## src/rtl/mem_cell_pkg.sv

```systemverilog
// Shared types and constants for the mem_cell FIFO/LIFO buffer.
package mem_cell_pkg;

   localparam int DATA_W = 32;

   typedef enum logic [2:0] {
      MODE_FIFO = 3'b000,
      MODE_LIFO = 3'b001
   } mode_e;

   typedef enum logic [1:0] {
      RW_IDLE = 2'b00,
      RW_WR   = 2'b01,
      RW_RD   = 2'b10,
      RW_RDWR = 2'b11
   } rw_e;

endpackage

```

## src/rtl/mem_cell_storage.sv

```systemverilog
// WIDTH x DATA_W register array: one synchronous write port, one asynchronous read port.
module mem_cell_storage
   import mem_cell_pkg::*;
#(
   parameter int WIDTH = 8,
   parameter int AW    = $clog2(WIDTH)
) (
   input  logic              clk,
   input  logic              i_we,
   input  logic [AW-1:0]     i_waddr,
   input  logic [DATA_W-1:0] i_wdata,
   input  logic [AW-1:0]     i_raddr,
   output logic [DATA_W-1:0] o_rdata
);

   logic [DATA_W-1:0] r_mem [WIDTH];

   always_ff @(posedge clk) begin
      if (i_we) r_mem[i_waddr] <= i_wdata;
   end

   assign o_rdata = r_mem[i_raddr];

endmodule

```

## src/rtl/mem_cell.sv

```systemverilog
// 32-bit FIFO/LIFO buffer with chip-enable gating and full/empty status.
// Optional sticky err output for illegal ops when MEM_CELL_ERR_EN is defined.
module mem_cell
   import mem_cell_pkg::*;
#(
   parameter int         WIDTH   = 8,
   parameter logic [2:0] CHIP_ID = 3'b111
) (
   input  logic              clk,
   input  logic              reset,
   input  logic [DATA_W-1:0] Din,
   input  logic [2:0]        mode_in,
   input  logic [2:0]        chip_en,
   input  logic [1:0]        rw,
   output logic [DATA_W-1:0] Dout,
   output logic              full,
   output logic              empty
`ifdef MEM_CELL_ERR_EN
   ,output logic             err
`endif
);

   localparam int AW = $clog2(WIDTH);
   localparam int CW = AW + 1;

   logic [CW-1:0]     r_count;
   logic [AW-1:0]     r_rd_ptr;
   logic [AW-1:0]     r_wr_ptr;
   mode_e             r_mode;
   logic [DATA_W-1:0] r_dout;

   logic              w_sel;
   mode_e             w_mode;
   rw_e               w_rw;
   logic              w_flush;
   logic              w_empty;
   logic              w_full;
   logic              w_do_rd;
   logic              w_do_wr;
   logic              w_lifo;
   logic [AW-1:0]     w_top;
   logic [AW-1:0]     w_top_m1;
   logic [AW-1:0]     w_raddr;
   logic [AW-1:0]     w_waddr;
   logic [DATA_W-1:0] w_rdata;

   function automatic logic [AW-1:0] ptr_inc(input logic [AW-1:0] p);
      return (p == AW'(WIDTH - 1)) ? '0 : p + AW'(1);
   endfunction

   // Reserved mode codes collapse to FIFO so they never trigger a spurious flush.
   assign w_mode   = (mode_in == 3'(MODE_LIFO)) ? MODE_LIFO : MODE_FIFO;
   assign w_lifo   = (r_mode == MODE_LIFO);
   assign w_rw     = rw_e'(rw);
   assign w_sel    = (chip_en == CHIP_ID);
   assign w_flush  = w_sel && (w_mode != r_mode);
   assign w_empty  = (r_count == '0);
   assign w_full   = (r_count == CW'(WIDTH));
   assign w_top    = r_count[AW-1:0];
   assign w_top_m1 = AW'(r_count - CW'(1));

   always_comb begin
      w_do_rd = 1'b0;
      w_do_wr = 1'b0;
      if (w_sel && !w_flush) begin
         unique case (w_rw)
            RW_WR:   w_do_wr = !w_full;
            RW_RD:   w_do_rd = !w_empty;
            RW_RDWR: begin
               w_do_rd = !w_empty;
               w_do_wr = 1'b1;
            end
            default: ;
         endcase
      end
   end

   // LIFO read+write on a non-empty stack overwrites the current top in place.
   assign w_raddr = w_lifo ? w_top_m1 : r_rd_ptr;
   assign w_waddr = w_lifo ? (w_do_rd ? w_top_m1 : w_top) : r_wr_ptr;

   mem_cell_storage #(
      .WIDTH (WIDTH),
      .AW    (AW)
   ) u_storage (
      .clk     (clk),
      .i_we    (w_do_wr),
      .i_waddr (w_waddr),
      .i_wdata (Din),
      .i_raddr (w_raddr),
      .o_rdata (w_rdata)
   );

   always_ff @(posedge clk or negedge reset) begin
      if (!reset) begin
         r_count  <= '0;
         r_rd_ptr <= '0;
         r_wr_ptr <= '0;
         r_mode   <= MODE_FIFO;
         r_dout   <= '0;
      end else if (w_flush) begin
         r_count  <= '0;
         r_rd_ptr <= '0;
         r_wr_ptr <= '0;
         r_mode   <= w_mode;
      end else begin
         if (w_do_rd) r_dout <= w_rdata;
         if (w_do_wr && !w_do_rd)      r_count <= r_count + CW'(1);
         else if (w_do_rd && !w_do_wr) r_count <= r_count - CW'(1);
         if (!w_lifo) begin
            if (w_do_rd) r_rd_ptr <= ptr_inc(r_rd_ptr);
            if (w_do_wr) r_wr_ptr <= ptr_inc(r_wr_ptr);
         end
      end
   end

`ifdef MEM_CELL_ERR_EN
   logic r_err;

   always_ff @(posedge clk or negedge reset) begin
      if (!reset) begin
         r_err <= 1'b0;
      end else if (w_sel && !w_flush &&
                   ((w_rw == RW_WR && w_full) || (w_rw == RW_RD && w_empty))) begin
         r_err <= 1'b1;
      end
   end

   assign err = r_err;
`endif

   assign Dout  = r_dout;
   assign full  = w_full;
   assign empty = w_empty;

endmodule

```

## config.mk

```make
export PLATFORM = sky130hd
export DESIGN_NAME = mem_cell
export DESIGN_NICKNAME = d
export VERILOG_FILES = /design/src/rtl/mem_cell_pkg.sv /design/src/rtl/mem_cell_storage.sv /design/src/rtl/mem_cell.sv
export SDC_FILE = /design/constraint.sdc
export NUM_CORES = 1
export LEC_CHECK = 0
export CAP_MARGIN = 20
export CORE_MARGIN = 1
export CORE_UTILIZATION = 40
export DETAILED_ROUTE_END_ITERATION = 8
export PLACE_DENSITY_LB_ADDON = 0.3
export SLEW_MARGIN = 20
export SYNTH_ARGS = -nofsm -noshare
export SYNTH_HDL_FRONTEND = slang
export SYNTH_SLANG_ARGS = --single-unit
```

## constraint.sdc

```tcl
create_clock -name clk -period 7.8 [get_ports clk]
set_input_delay 2.34 -clock clk [delete_from_list [all_inputs] [get_ports clk]]
set_output_delay 2.34 -clock clk [all_outputs]
set_load 0.02 [all_outputs]
```

Word-level counts from Yosys, hierarchy flattened
Memory sizes are Yosys's and may differ from the RTL's. A register that Yosys moved wholly into a read port is not among the register bits.
Index checks and enable logic that the tools add are counted.
Widths: inputs -> output; s select.

operators by class
  muxes and demuxes = 21
  add/sub/neg operators = 4
  equal/unequal tests = 11
  bitwise operators = 1
  reduce and logical (&&, ||, !) cells = 18

operators with widths
  kind                 number
  $mux 3               11
  $mux 4               3
  $eq 3x3->1 const B   3
  $add 3x1->3 const B  2
  $eq 3x1->1 const B   2
  $logic_not 1->1      6
  $mux 1               6
  $reduce_and 2->1     3
  $add 4x1->4 const B  1
  $eq 2x2->1 const B   2
  $eq 4x4->1 const B   1
  $logic_and 1x1->1    4
  $logic_not 4->1      1
  $reduce_bool 2->1    2
  $sub 4x1->4 const B  1
  $ne 1x3->1           1
  $reduce_bool 3->1    1
  $eq 2x1->1 const B   1
  $ne 2x2->1 const B   1
  $pmux 1 s2           1
  $reduce_or 2->1      1
  $not 1->1            1

word-level totals
  memories = 1
  register bits after elaboration = 13
  input bits = 42
  memory bits (writable) = 256

memory list
  name             words  bits a word  rd ports  clocked after Yosys merged registers in  write ports  line                    text
  u_storage.r_mem  8      32           1         1                                        1            mem_cell_storage.sv:16  logic [DATA_W-1:0] r_mem [WIDTH];

Logic depth before layout (Yosys ltp)
  depth after elaboration = 12
  depth in mapped cells = 8
  mapped depth without buffers = 8

By module
Synthesis repeated with hierarchy kept, for this count alone.

second synthesis, totals
  cell total of the unflattened synthesis = 559
  area total of the unflattened synthesis = 11930.2 um^2

by module, submodules not included
  module            area each (um^2)  cells an instance  instances
  mem_cell_storage  9825.7            383                1
  mem_cell          2104.5            176                1

Worst setup path before layout
No wires, ideal clock.

  path type = in2reg
  start = in mode_in[1]
  end = mem u_storage.r_mem[2][0], enable pin
  arrival = 5.168 ns
  stages on the path = 5
  buffers on the path = 0
  setup slack = 2.211 ns
  data required time = 7.379 ns
  path through = or3b_1 > nor4_2 > mux2_4 > a2111o_1 > nor2_1

on the way
  cells in the longest elaborated chain, start to end = 9
  elaborated cells on any way between the ends = 12

RTL lines
  item                                                   line                                    text
  start, declared                                        mem_cell.sv:12                          input logic [2:0] mode_in,
  $eq 3x1->1 *                                           mem_cell.sv:52                          assign w_mode = (mode_in == 3'(MODE_LIFO)) ? MODE_LIFO : MODE_FIFO;
  $mux 1 *                                               mem_cell.sv:52
  $ne 1x3->1 *                                           mem_cell.sv:56                          assign w_flush = w_sel && (w_mode != r_mode);
  $logic_and 1x1->1 *                                    mem_cell.sv:56
  $logic_not 1->1 *                                      mem_cell.sv:65                          if (w_sel && !w_flush) begin
  $logic_and 1x1->1 *                                    mem_cell.sv:65
  $mux 1                                                 mem_cell.sv:65
  $mux 3 / $mux 1 (equally long branches) (2 in series)  mem_cell.sv:80, mem_cell_storage.sv:19
  end, declared                                          mem_cell_storage.sv:16

Mark *: on every way between the ends. The rest lies on a longest branch, timed or not.

Worst setup path after layout
  start = in chip_en[2]
  end = mem u_storage.r_mem[2][9], enable pin

on the way
  cells in the longest elaborated chain, start to end = 7
  elaborated cells on any way between the ends = 10

RTL lines
  item                                                   line                                    text
  start, declared                                        mem_cell.sv:13                          input logic [2:0] chip_en,
  $eq 3x3->1 *                                           mem_cell.sv:55                          assign w_sel = (chip_en == CHIP_ID);
  $logic_and 1x1->1                                      mem_cell.sv:56
  $logic_not 1->1                                        mem_cell.sv:65
  $logic_and 1x1->1 *                                    mem_cell.sv:65
  $mux 1                                                 mem_cell.sv:65
  $mux 3 / $mux 1 (equally long branches) (2 in series)  mem_cell.sv:80, mem_cell_storage.sv:19

Marked as above.

==> results.rst <==
.. list-table::
   :header-rows: 1

   * - Metric
     - Value
   * - Wire length after detailed routing
     - approximately 22000 um
   * - Post-synthesis cell area
     - 0.01169 mm^2
   * - Register area
     - 0.008763 mm^2
   * - Cell types with the largest area share after synthesis
     - edfxtp_1 (66%), mux4_2 (12%), dfrtp_1 (9.2%), mux2i_1 (3.0%), a21oi_1 (1.5%)
   * - Outcome
     - finished, final reports clean
   * - Minimum clock period
     - 5461 ps
   * - Dominant register cell in the synthesized netlist
     - edfxtp_1
   * - Share of layout cells above drive strength 1
     - 20.03%
   * - Clock latency reported for the late side of the worst-skew pair
     - 550 ps
   * - Register-to-register path setup slack
     - 3870 ps
   * - Mean post-synth cell area
     - roughly 20 um^2
   * - Static leakage power
     - between 4 and 5 nW
   * - Area of the multi-input gates
     - 0.002836 mm^2
   * - Placeable Area
     - 0.02870 mm^2
   * - Total number of yosys warnings
     - 0
   * - Top Ports
     - 76
   * - Hold Crit Class
     - flip-flop to flip-flop
   * - Via count
     - ~5800
   * - Critical Path End Type
     - flip-flop
   * - Worst IR drop on VDD
     - 194.1 uV
   * - Critical Path, Cell by Cell
     - clkdlybuf4s50_1, nand3_1, nor4_2, mux2_4, a2111o_1, nor2_4
   * - Vias in the first global route
     - 6260
   * - Sum of overflow across all layers after global routing
     - 0
   * - TritonCTS Buffers
     - 30
   * - Final ANT Viol Nets
     - 0
   * - Number of fill cells in the layout
     - roughly 2400
   * - Pin count of the biggest net entering global routing
     - 65
   * - Setup bufs post-CTS
     - 0
   * - Site Rows
     - between 60 and 70
   * - Worst clock skew
     - 7.460 ps
   * - Hold buffers post-CTS
     - 0
   * - Final hold violation count
     - 0
   * - Number of flops mapped to enable cells by yosys
     - roughly 260
   * - Pins over their slew limit
     - 0
   * - Cell taking the most area after synthesis
     - edfxtp_1
   * - Setup WS post-layout
     - 2339 ps
   * - Per-cell via count in the routed design
     - 5.270
   * - Count of H-tree levels built during CTS
     - 1
   * - Proportion of synthesized flip-flops having asynchronous set or reset
     - 14.38%
   * - Wire length of the first global-routing pass
     - 35160 um
   * - Clock root buffer master
     - clkbuf_16
   * - Unrepaired setup endpoints after global routing
     - false
   * - Required time reported for the critical path endpoint
     - 7970 ps
   * - Y dimension of the die
     - about 170 um
   * - Critical path startpoint category
     - input pin
   * - Horizontal die dimension
     - 172.9 um
   * - Number of buffers added on ports
     - 75
   * - Number of flip-flops and latches in the synthesized netlist
     - 299
   * - DRC violations left
     - 0
   * - Pin slew with the least headroom to its limit
     - 1069 ps
   * - Post-Route Hold Slack
     - 528.9 ps
   * - Critical Setup Path Class
     - input pin to flip-flop
   * - Average wire per standard cell
     - 20.18 um
   * - Power per cell area
     - 326.6 mW/mm^2
   * - Endpoints failing setup
     - 0
   * - Register area share after synthesis
     - between 70% and 80%
   * - Post-cts sizing count
     - 0
   * - Fmax
     - 183.1 MHz
   * - Period Utilization, post-route
     - 70.02%
   * - Setup TNS Final
     - 0 ps
   * - Leading cell type in the layout, fill and taps excluded
     - edfxtp_1
   * - Number of antenna violations at the first check in global routing
     - 0
   * - Util after Layout
     - 48.98%
   * - Highest-count cells in the layout ignoring fill and taps
     - edfxtp_1 (256), clkdlybuf4s50_1 (74), mux4_2 (64), dfrtp_1 (43), nor2_1 (39)
   * - DRC violation total after the first TritonRoute iteration
     - 460
   * - Headroom to the max-slew limit
     - 28.57%
   * - Die Area
     - 0.02990 mm^2
   * - Maximum root-to-sink buffer count
     - 3
   * - Worst-case reg-to-reg path depth
     - 8
   * - Area after detailed placement
     - 0.01293 mm^2
   * - Number of unique standard cell types used by synthesis
     - 50
   * - Clock transition at the registers of the reported paths
     - about 60 ps
   * - Cell with the biggest individual delay on the critical path
     - nor2_4
   * - TritonCTS clock tree
     - done
   * - Detailed Place HPWL
     - 12590 um
   * - Setup slack at placement
     - 1631 ps
   * - Max Fanout on Critical Path
     - 32
   * - Pre-Repair DR Iteration Count
     - 4
   * - Cells after synthesis
     - 599
   * - GP Congestion
     - 0.8884
   * - Post-Synthesis Net Count
     - 647
   * - Fraction of synthesized cell area taken by the top area cell type
     - 65.78%
   * - Initial Util
     - 40.71%
   * - Relative area change from synthesis to final layout
     - 20.30%
   * - Clock tree sinks
     - 299
   * - Largest stage delay, worst path
     - ~870 ps
   * - Nets
     - around 740
   * - Post-layout instance area
     - 0.01406 mm^2
   * - Diodes inserted
     - 0
   * - Worst Hold Path Cells
     - 2
   * - Max-Cap Viols
     - 0
   * - Endpoint arrival time on the critical path
     - 5630 ps
   * - Global Route Usage Sum
     - 15.08%
[flip-flops by register name (all words and copies together), names as in the netlist]
signal and count:
r_mode 1, r_count 4, u_storage.r_mem 256, Dout 32
r_wr_ptr 3, r_rd_ptr 3
[routing by layer]
layer | track usage [%] | vias to the layer above | part of all wire, %
met2 | 25.91 | 161 | 50
met5 | 0 | - | 0
met4 | 4.167 | 0 | 1.9
li1 | - | 2603 | -
met3 | 2.507 | 38 | 4.9
met1 | 19.88 | 2985 | 43
[worst max-delay path: cells and delay by family]
| family | cells | cell delay (ps) |
|---|---|---|
| compound gates | 1 | 570 |
| buf+inv | 1 | 490 |
| mux | 1 | 350 |
| simple gates | 3 | 1860 |
[per-stage QoR]
stage / cells / power, mW
5_1_grt: 1098 / 4.802
3_3_place_gp: 1036 / 3.204
2_1_floorplan: 599 / 2.812
6_report: 1098 / 4.591
3_5_place_dp: 1037 / 3.221
4_1_cts: 1093 / 4.656
[final timing paths]
kind                                         end        from
max                        u_storage.r_mem[2][9]  chip_en[2]
min                                     Dout[31]    Dout[31]
max reg2reg                u_storage.r_mem[2][9]  r_count[1]
min reg2reg                             Dout[31]    Dout[31]
max in group asynchronous                Dout[7]       reset
min in group asynchronous             r_count[2]       reset
[cell type report]
| class | instances | area share (%) |
|---|---|---|
| Clock buffer | 41 | 5.847 |
| Clock inverter | 15 | 1.201 |
| Inverter | 9 | 0.2492 |
| Multi-Input combinational cell | 264 | 20.18 |
| Sequential cell | 299 | 62.34 |
| Tap cell | 384 | 3.418 |
| Timing Repair Buffer | 86 | 6.773 |
[power breakdown]
group	leakage [nW]	switching, mW	internal [mW]
Clock	0.485	0.589	0.839
Sequential	2.79	0.0844	1.86
Combinational	1.47	0.608	0.614
[synthesized netlist by cell type (all sizes together) (2+ instances only)]
cell,number
edfxtp,256
mux4,64
nor2,47
dfrtp,43
a21oi,36
mux2i,36
buf,22
nand2,19
o21ai,10
inv,8
ha,6
clkbuf,5
nor4,4
nand2b,3
nor2b,3
o211ai,3
a31oi,2
nor3,2
o2111ai,2
o311ai,2
o31a,2
or3,2
or3b,2
xnor2,2
[cell families (layout without fill, tap and decap cells)]
| family | after synthesis | count (layout) | share of synthesized area, % |
|---|---|---|---|
| AOI/OAI and AO/OA | 65 | 65 | 3.319 |
| and+or+nand+nor | 90 | 90 | 3.747 |
| DFF | 299 | 299 | 74.99 |
| muxes | 101 | 101 | 15.58 |
| adders and majority gates | 6 | 6 | 0.6424 |
| buffers and inverters | 36 | 151 | 1.574 |
| xor gates and xnor gates | 2 | 2 | 0.1499 |
No activity file was read; power rests on OpenSTA's default activity.
